**config.mk**
```make
export PLATFORM = sky130hd
export DESIGN_NAME = peripheral_master_tl
export DESIGN_NICKNAME = d
export VERILOG_FILES = /design/src/rtl/peripheral_tl_pkg.sv /design/src/rtl/peripheral_master_tl.sv
export SDC_FILE = /design/constraint.sdc
export NUM_CORES = 1
export LEC_CHECK = 0
export ABC_AREA = 1
export ABC_CLOCK_PERIOD_IN_PS = 2300
export CORE_ASPECT_RATIO = 0.7
export CORE_UTILIZATION = 40
export DETAILED_ROUTE_END_ITERATION = 10
export PLACE_DENSITY_LB_ADDON = 0.3
export SYNTH_ARGS = -nofsm -noshare
export SYNTH_HDL_FRONTEND = slang
export SYNTH_SLANG_ARGS = --single-unit
```
**constraint.sdc**
```tcl
create_clock -name clk -period 2.3 [get_ports clk]
set_clock_uncertainty 0.2 [all_clocks]
set_input_delay 0.46 -clock clk [delete_from_list [all_inputs] [get_ports clk]]
set_output_delay 0.46 -clock clk [all_outputs]
set_load 0.01 [all_outputs]
```
**src/rtl/peripheral_tl_pkg.sv**
```systemverilog
// Shared TileLink-UL constants and FSM state type
// for the peripheral master.
package peripheral_tl_pkg;

  localparam logic [2:0] PUT_FULL        = 3'd0;
  localparam logic [2:0] PUT_PARTIAL     = 3'd1;
  localparam logic [2:0] GET             = 3'd4;

  localparam logic [2:0] ACCESS_ACK      = 3'd0;
  localparam logic [2:0] ACCESS_ACK_DATA = 3'd1;

  typedef enum logic [1:0] {
    S_IDLE   = 2'd0,
    S_A_REQ  = 2'd1,
    S_D_WAIT = 2'd2
  } tl_state_e;

endpackage

```
**src/rtl/peripheral_master_tl.sv**
```systemverilog
// TileLink-UL single-outstanding initiator: simple req/rsp
// port in, channel A out, channel D consumed with watchdog.
module peripheral_master_tl
  import peripheral_tl_pkg::*;
#(
  parameter int TL_AW    = 32,
  parameter int TL_DW    = 32,
  parameter int TL_SRCW  = 8,
  parameter int TL_SINKW = 1,
  parameter int TL_DBW   = TL_DW >> 3,
  parameter int TL_SZW   = $clog2($clog2(TL_DBW) + 1),
  parameter int TIMEOUT  = 1024
) (
  input  logic                clk,
  input  logic                reset,
  input  logic                req_valid,
  output logic                req_ready,
  input  logic                req_we,
  input  logic [TL_AW-1:0]    req_addr,
  input  logic [TL_DBW-1:0]   req_be,
  input  logic [TL_DW-1:0]    req_wdata,
  output logic                rsp_valid,
  output logic [TL_DW-1:0]    rsp_rdata,
  output logic                rsp_err,
  output logic [2:0]          a_opcode,
  output logic [2:0]          a_param,
  output logic [TL_SZW-1:0]   a_size,
  output logic [TL_SRCW-1:0]  a_source,
  output logic [TL_AW-1:0]    a_address,
  output logic [TL_DBW-1:0]   a_mask,
  output logic [TL_DW-1:0]    a_data,
  output logic                a_corrupt,
  output logic                a_valid,
  input  logic                a_ready,
  input  logic [2:0]          d_opcode,
  input  logic [2:0]          d_param,
  input  logic [TL_SZW-1:0]   d_size,
  input  logic [TL_SRCW-1:0]  d_source,
  input  logic [TL_SINKW-1:0] d_sink,
  input  logic                d_denied,
  input  logic [TL_DW-1:0]    d_data,
  input  logic                d_corrupt,
  input  logic                d_valid,
  output logic                d_ready
);

  localparam logic [TL_SZW-1:0] FULL_SZ =
    TL_SZW'($clog2(TL_DBW));
  localparam int WDW =
    (TIMEOUT > 2) ? $clog2(TIMEOUT) : 1;

  tl_state_e           state_q;
  logic [TL_SRCW-1:0]  src_q;
  logic [WDW-1:0]      wd_q;
  logic                we_q;
  logic                a_valid_q;
  logic [2:0]          a_opcode_q;
  logic [TL_SZW-1:0]   a_size_q;
  logic [TL_AW-1:0]    a_address_q;
  logic [TL_DBW-1:0]   a_mask_q;
  logic [TL_DW-1:0]    a_data_q;
  logic                d_ready_q;
  logic                rsp_valid_q;
  logic                rsp_err_q;
  logic [TL_DW-1:0]    rsp_rdata_q;

  logic [2:0]          a_opcode_d;
  logic [TL_DBW-1:0]   a_mask_d;
  logic [TL_DW-1:0]    a_data_d;
  logic                d_hit;
  logic                err_d;
  logic [TL_DW-1:0]    rdata_d;
  logic                wd_exp;
  logic                unused_d;

  assign unused_d = ^{d_param, d_size, d_sink};

  // Reset gates the handshake outputs in the same cycle.
  assign req_ready = (state_q == S_IDLE) & ~reset;
  assign a_valid   = a_valid_q & ~reset;
  assign d_ready   = d_ready_q & ~reset;

  assign a_opcode  = a_opcode_q;
  assign a_param   = 3'd0;
  assign a_size    = a_size_q;
  assign a_source  = src_q;
  assign a_address = a_address_q;
  assign a_mask    = a_mask_q;
  assign a_data    = a_data_q;
  assign a_corrupt = 1'b0;

  assign rsp_valid = rsp_valid_q;
  assign rsp_err   = rsp_err_q;
  assign rsp_rdata = rsp_rdata_q;

  always_comb begin
    a_opcode_d = GET;
    a_mask_d   = '1;
    a_data_d   = '0;
    if (req_we) begin
      a_opcode_d = (&req_be) ? PUT_FULL : PUT_PARTIAL;
      a_mask_d   = req_be;
      a_data_d   = req_wdata;
    end
  end

  always_comb begin
    d_hit = d_valid & d_ready & (d_source == src_q);
    err_d = d_denied;
    if (we_q)
      err_d = err_d | (d_opcode != ACCESS_ACK);
    else
      err_d = err_d | d_corrupt |
              (d_opcode != ACCESS_ACK_DATA);
    rdata_d = (!we_q && !err_d) ? d_data : '0;
    wd_exp  = (TIMEOUT != 0) &&
              (int'(wd_q) == TIMEOUT - 1);
  end

  always_ff @(posedge clk) begin
    if (reset) begin
      state_q     <= S_IDLE;
      src_q       <= '0;
      wd_q        <= '0;
      we_q        <= 1'b0;
      a_valid_q   <= 1'b0;
      a_opcode_q  <= 3'd0;
      a_size_q    <= '0;
      a_address_q <= '0;
      a_mask_q    <= '0;
      a_data_q    <= '0;
      d_ready_q   <= 1'b0;
      rsp_valid_q <= 1'b0;
      rsp_err_q   <= 1'b0;
      rsp_rdata_q <= '0;
    end else begin
      d_ready_q   <= 1'b1;
      rsp_valid_q <= 1'b0;
      rsp_err_q   <= 1'b0;
      rsp_rdata_q <= '0;
      unique case (state_q)
        S_IDLE: begin
          if (req_valid) begin
            we_q        <= req_we;
            a_valid_q   <= 1'b1;
            a_opcode_q  <= a_opcode_d;
            a_size_q    <= FULL_SZ;
            a_address_q <= req_addr;
            a_mask_q    <= a_mask_d;
            a_data_q    <= a_data_d;
            state_q     <= S_A_REQ;
          end
        end
        S_A_REQ: begin
          if (a_ready) begin
            a_valid_q <= 1'b0;
            wd_q      <= '0;
            state_q   <= S_D_WAIT;
          end
        end
        S_D_WAIT: begin
          // A matching beat beats a coincident timeout.
          if (d_hit) begin
            rsp_valid_q <= 1'b1;
            rsp_err_q   <= err_d;
            rsp_rdata_q <= rdata_d;
            src_q       <= src_q + 1'b1;
            state_q     <= S_IDLE;
          end else if (wd_exp) begin
            rsp_valid_q <= 1'b1;
            rsp_err_q   <= 1'b1;
            src_q       <= src_q + 1'b1;
            state_q     <= S_IDLE;
          end else if (TIMEOUT != 0) begin
            wd_q <= wd_q + 1'b1;
          end
        end
        default: state_q <= S_IDLE;
      endcase
    end
  end

endmodule

```
; ---- Word-level counts from Yosys, hierarchy flattened
; Index checks and enable logic that the tools add are counted.
[totals]
ff_bits = 129
in_bits = 125
out_inout_bits = 122
word_cells = 77
[op_classes]
addsub = 2
n_eq_ne = 10
mux = 23
bitwise_logic = 12
reduce_logical = 16
[op_table]
columns = operator, count
row1 = $mux 32, 1
row2 = $mux 10, 3
row3 = $pmux 10 s2, 1
row4 = $mux 8, 2
row5 = $add 10x1->10 const B, 1
row6 = $eq 10x1->1 const B, 1
row7 = $add 8x1->8 const B, 1
row8 = $eq 8x8->1, 1
row9 = $mux 1, 8
row10 = $mux 2, 4
row11 = $ne 2x2->1 const B, 4
row12 = $reduce_and 4->1, 2
row13 = $pmux 2 s3, 1
row14 = $reduce_and 3->1, 2
row15 = $reduce_bool 2->1, 3
row16 = $and 1x1->1, 5
row17 = $mux 4, 1
row18 = $not 1->1, 4
row19 = $reduce_and 2->1, 2
row20 = $reduce_or 4->1, 1
row21 = $mux 3, 1
row22 = $ne 3x1->1 const B, 1
row23 = $ne 3x3->1 const B, 1
row24 = $or 1x1->1, 3
row25 = other kinds (8), 9

; ---- Longest topological paths before layout
; Gate-level depths: netlist (run 1).
[logic_depth]
word_depth = 7
depth_mapped = 12

; ---- Worst setup path before layout (run 1)
; No wires, ideal clock.
[synth_path]
path_kind = input -> register
start = input port reset
end = register rsp_rdata_q[10], in the netlist rsp_rdata[10]
setup_time_ps = 62
arrival_ps = 1553
t_required_ps = 2038
slack_ps = 486
stages = 11
path_buffers = 2
cell_sequence = buf_6 clkinv_2 nand2_1 nor2_1 nand3_1 nor2_2 nand2_2 nor3_4 nand3b_4 buf_6 nor2_2
[synth_via]
elab_chain_cells = 6
[synth_rtl]
columns = item, line
row1 = "start, declared", peripheral_master_tl.sv:15  ; input logic reset,
row2 = $not 1->1, peripheral_master_tl.sv:81  ; assign d_ready = d_ready_q & ~reset;
row3 = $and 1x1->1, peripheral_master_tl.sv:81
row4 = $and 1x1->1 (2 in a row), peripheral_master_tl.sv:108  ; d_hit = d_valid & d_ready & (d_source == src_q);
row5 = $not 1->1 (no source line), n/a
row6 = $reduce_or 4->1 (no source line) (*), n/a
row7 = "end signal, assigned", peripheral_master_tl.sv:166  ; rsp_rdata_q <= rdata_d;
row8 = "end, declared", peripheral_master_tl.sv:65  ; logic [TL_DW-1:0] rsp_rdata_q;
; Every way passes the cells marked *; elsewhere a longest branch is shown, timed or not.
; A chain may end at the register's enable or synchronous reset.

; ---- Final worst setup path (run 1)
[layout_path]
start = register state_q[1]
end = output port req_ready
[layout_via]
elab_chain_cells = 2
[layout_rtl]
columns = item, line
row1 = "start, declared", peripheral_master_tl.sv:52  ; tl_state_e state_q;
row2 = "start signal, assigned", peripheral_master_tl.sv:122  ; state_q <= S_IDLE;
row3 = "start signal, assigned", peripheral_master_tl.sv:151  ; state_q <= S_A_REQ;
row4 = "start signal, assigned", peripheral_master_tl.sv:158  ; state_q <= S_D_WAIT;
row5 = $logic_not 2->1, peripheral_master_tl.sv:79  ; assign req_ready = (state_q == S_IDLE) & ~reset;
row6 = $and 1x1->1, peripheral_master_tl.sv:79
row7 = "end, declared", peripheral_master_tl.sv:17  ; output logic req_ready,
; No other way between the ends.

==> metrics.csv, run 1 <==
stage,metric,value,unit
status,outcome,completed,
die,Die Span Y,94.9,µm
global_routing,vias in the first global route,4589,
worst_setup_path,critical path class,reg2out,
clocking,CTS root buf,clkbuf_16,
synthesis,"top cells by area, synth","dfxtp_1 52%, nand2_1 9.4%, nor2_1 7.4%, a21oi_1 4.9%, inv_1 4.9%",
placement,dpl cells,1001,
final_layout,"most common cell after layout, fill and taps aside",clkdlybuf4s50_1,
final_layout,Area Growth Syn to Fin,61.3,%
timing,Hold Slack,0.129,ns
final_layout,share of post-route cells with drive strength above 1,0.0960,
placement,HPWL after DPL,10200,µm
global_routing,initial antenna violation count,0,
power,Pwr per Cell Area,718,mW/mm²
synthesis,Synth top area share,0.520,
timing,Max Fclk,459,MHz
clocking,CTS tree,yes,
run,Max Cap Viol,0,
timing,Final setup viols,0,
global_routing,first-pass GRT wire length,22100,µm
global_routing,GRT overflow,0,
power,Leak,3.24,nW
synthesis,Ys Warns,0,
final_layout,"leading cell types in the layout, fill and taps excluded","233 x clkdlybuf4s50_1, 128 x dfxtp_1, 123 x nand2_1",
worst_setup_path,CP endpoint kind,output pin,
die,# IOs,247,
clocking,total CTS buffers,17,
global_routing,Tot GR Track Use,0.222,
clocking,"CTS clk-pin slew, worst paths",0.05,ns
synthesis,mux share of post-synthesis cell area,0,
detailed_routing,vias per cell,4.57,
detailed_routing,drc violations,0,
timing,Tmin final,2.18,ns
synthesis,register area share after synthesis,0.520,
synthesis,Post-Synth XOR/XNOR Area,0.0213,
timing,final hold vios,0,
worst_setup_path,critical path arrival,1.52,ns
synthesis,post-synthesis simple-gate area fraction,0.267,
clocking,CTS H-tree depth,4,
synthesis,post-synth top area cell,dfxtp_1,
synthesis,Synth Instances,631,
placement,IO Port Bufs,234,
worst_hold_path,min-delay worst type,in2reg,
detailed_routing,Via Count,4721,
power,worst vdd ir,0.000518,V
final_layout,fin cells,1032,
worst_setup_path,largest fanout on the critical path,4,
worst_setup_path,worst endpoint required time,1.64,ns
die,core footprint,0.0119,mm²
die,die area,0.0128,mm²
synthesis,count of cell types in the netlist,29,
timing,TNS Setup,0,ns
clocking,CTS max path bufs,2,
die,FP Rows,33,
die,initial cell density of the core,0.416,
final_layout,# fillers,974,
timing,Slew Limit Fails,0,
final_layout,Final Util,0.671,
clocking,Resized Gates After CTS,0,
clocking,worst skew pair latency,0.40,ns
placement,Placer Congestion,0.840,
synthesis,Adder-Cell Fraction of Synth Area,0.00508,
detailed_routing,Pre-antenna DRT Iters,4,
power,"Power, Total",0.00571,W
clocking,clock sinks,128,
timing,final period utilization,0.948,
synthesis,Synth Area in Compound Gates,0.0949,
clocking,hold_buf cts,0,
synthesis,Synth Register Bits,128,
final_layout,ANT cells,0,
die,Die X,135,µm
final_layout,final net count,990,
detailed_routing,routed length per placed instance,13.6,µm
timing,RSZ-0062 raised after global routing,false,
synthesis,Mapped Area,0.00493,mm²
detailed_routing,WL final,14000,µm
synthesis,Post-Syn Area per Cell,7.81,µm²
clocking,Post-CTS Setup Bufs,0,
detailed_routing,DRT antenna net count,0,
detailed_routing,Initial DRC Count,230,
worst_setup_path,startpoint types,flop,
global_routing,largest net degree at the start of global routing,48,
synthesis,largest family of logic cells by synthesized area,simple AND/OR/NAND/NOR gates,
final timing paths:
check / start / to / slack [ns] / cells past startpoint
max reg2reg: wd_q[0] / wd_q[2] / 0.33 / 10
max: state_q[1] / req_ready / 0.12 / 2
min: reset / we_q / 0.13 / 2
min reg2reg: a_data[7] / a_data[7] / 0.26 / 2
registers in the layout, summed over array words and instances, names as in the netlist, 2 cells and up:
signal	count
a_address	32
a_data	32
rsp_rdata	32
wd_q	10
a_source	8
a_mask	4
a_opcode	2
state_q	2
stage by stage:
stage | cell area, µm² | worst slack (ns)
global placement | 7400 | 0.00547
floorplan | 4950 | 0.486
finish | 7950 | 0.120
global route | 7950 | 0.0623
CTS | 7950 | 0.0979
detailed placement | 7400 | -0.0290
worst max-delay path, cell delays in order (launching register included):
cell and delay (ns):
dfxtp_1 0.34, nor3_1 0.20, clkdlybuf4s50_1 0.59
logic make-up after synthesis:
group           count (synthesis)
buf+inv                       102
xor+xnor                       12
simple gates                  296
fa+ha+maj                       2
compound gates                 90
flops                         128
other cells                     1
final cells by class:
| cell class | instances | area [µm²] | area share |
|---|---|---|---|
| inverter | 65 | 245 | 0.0309 |
| multi-input combinational | 406 | 1940 | 0.244 |
| timing repair buffer | 245 | 2460 | 0.309 |
| clock buffer | 21 | 460 | 0.0579 |
| sequential | 128 | 2560 | 0.322 |
| clock inverter | 10 | 88.8 | 0.0112 |
| tap | 157 | 196 | 0.0247 |
report_power, final:
part           total (W)  switching [W]  leakage (nW)  internal, W
Sequential       0.00239      0.0000613          1.04      0.00233
Clock            0.00249       0.000957         0.261      0.00153
Combinational   0.000828       0.000378          1.94     0.000451
routing by layer:
metal | GRT usage | share of wire | up-vias
li1 | - | - | 2415
met1 | 0.252 | 0.42 | 2162
met2 | 0.388 | 0.51 | 130
met3 | 0.0800 | 0.063 | 14
met4 | 0.0721 | 0.013 | 0
met5 | 0 | 0 | -
Yosys cell counts:
master and count:
xnor2_1 6, conb_1 1, buf_2 5, nand2_2 5, o221ai_1 4, buf_1 1
nor3_1 3, o31ai_1 1, nor2_1 97, ha_1 2, nor3b_1 2, nand3_2 1
inv_1 64, nand4_1 8, nand2_1 124, nor3_2 1, clkinv_2 1, buf_4 6
nand3_1 21, buf_6 5, nor3_4 1, nor2_2 31, dfxtp_1 128, o21ai_0 37
nand3_4 1, xor2_1 6, nand3b_4 1, a21oi_1 48, clkbuf_1 20
(Power assumes the default switching activity.)
==> inputs of run 2 (changes only) <==
SLEW_MARGIN = 20   (was not set)
==> results of run 2 <==
The final DEF is identical to that of run 1; final timing and power are the same.
==> inputs of run 3 (changes only) <==
TNS_END_PERCENT = 30   (was not set)
==> results of run 3 <==
The final DEF is identical to that of run 1; final timing and power are the same.
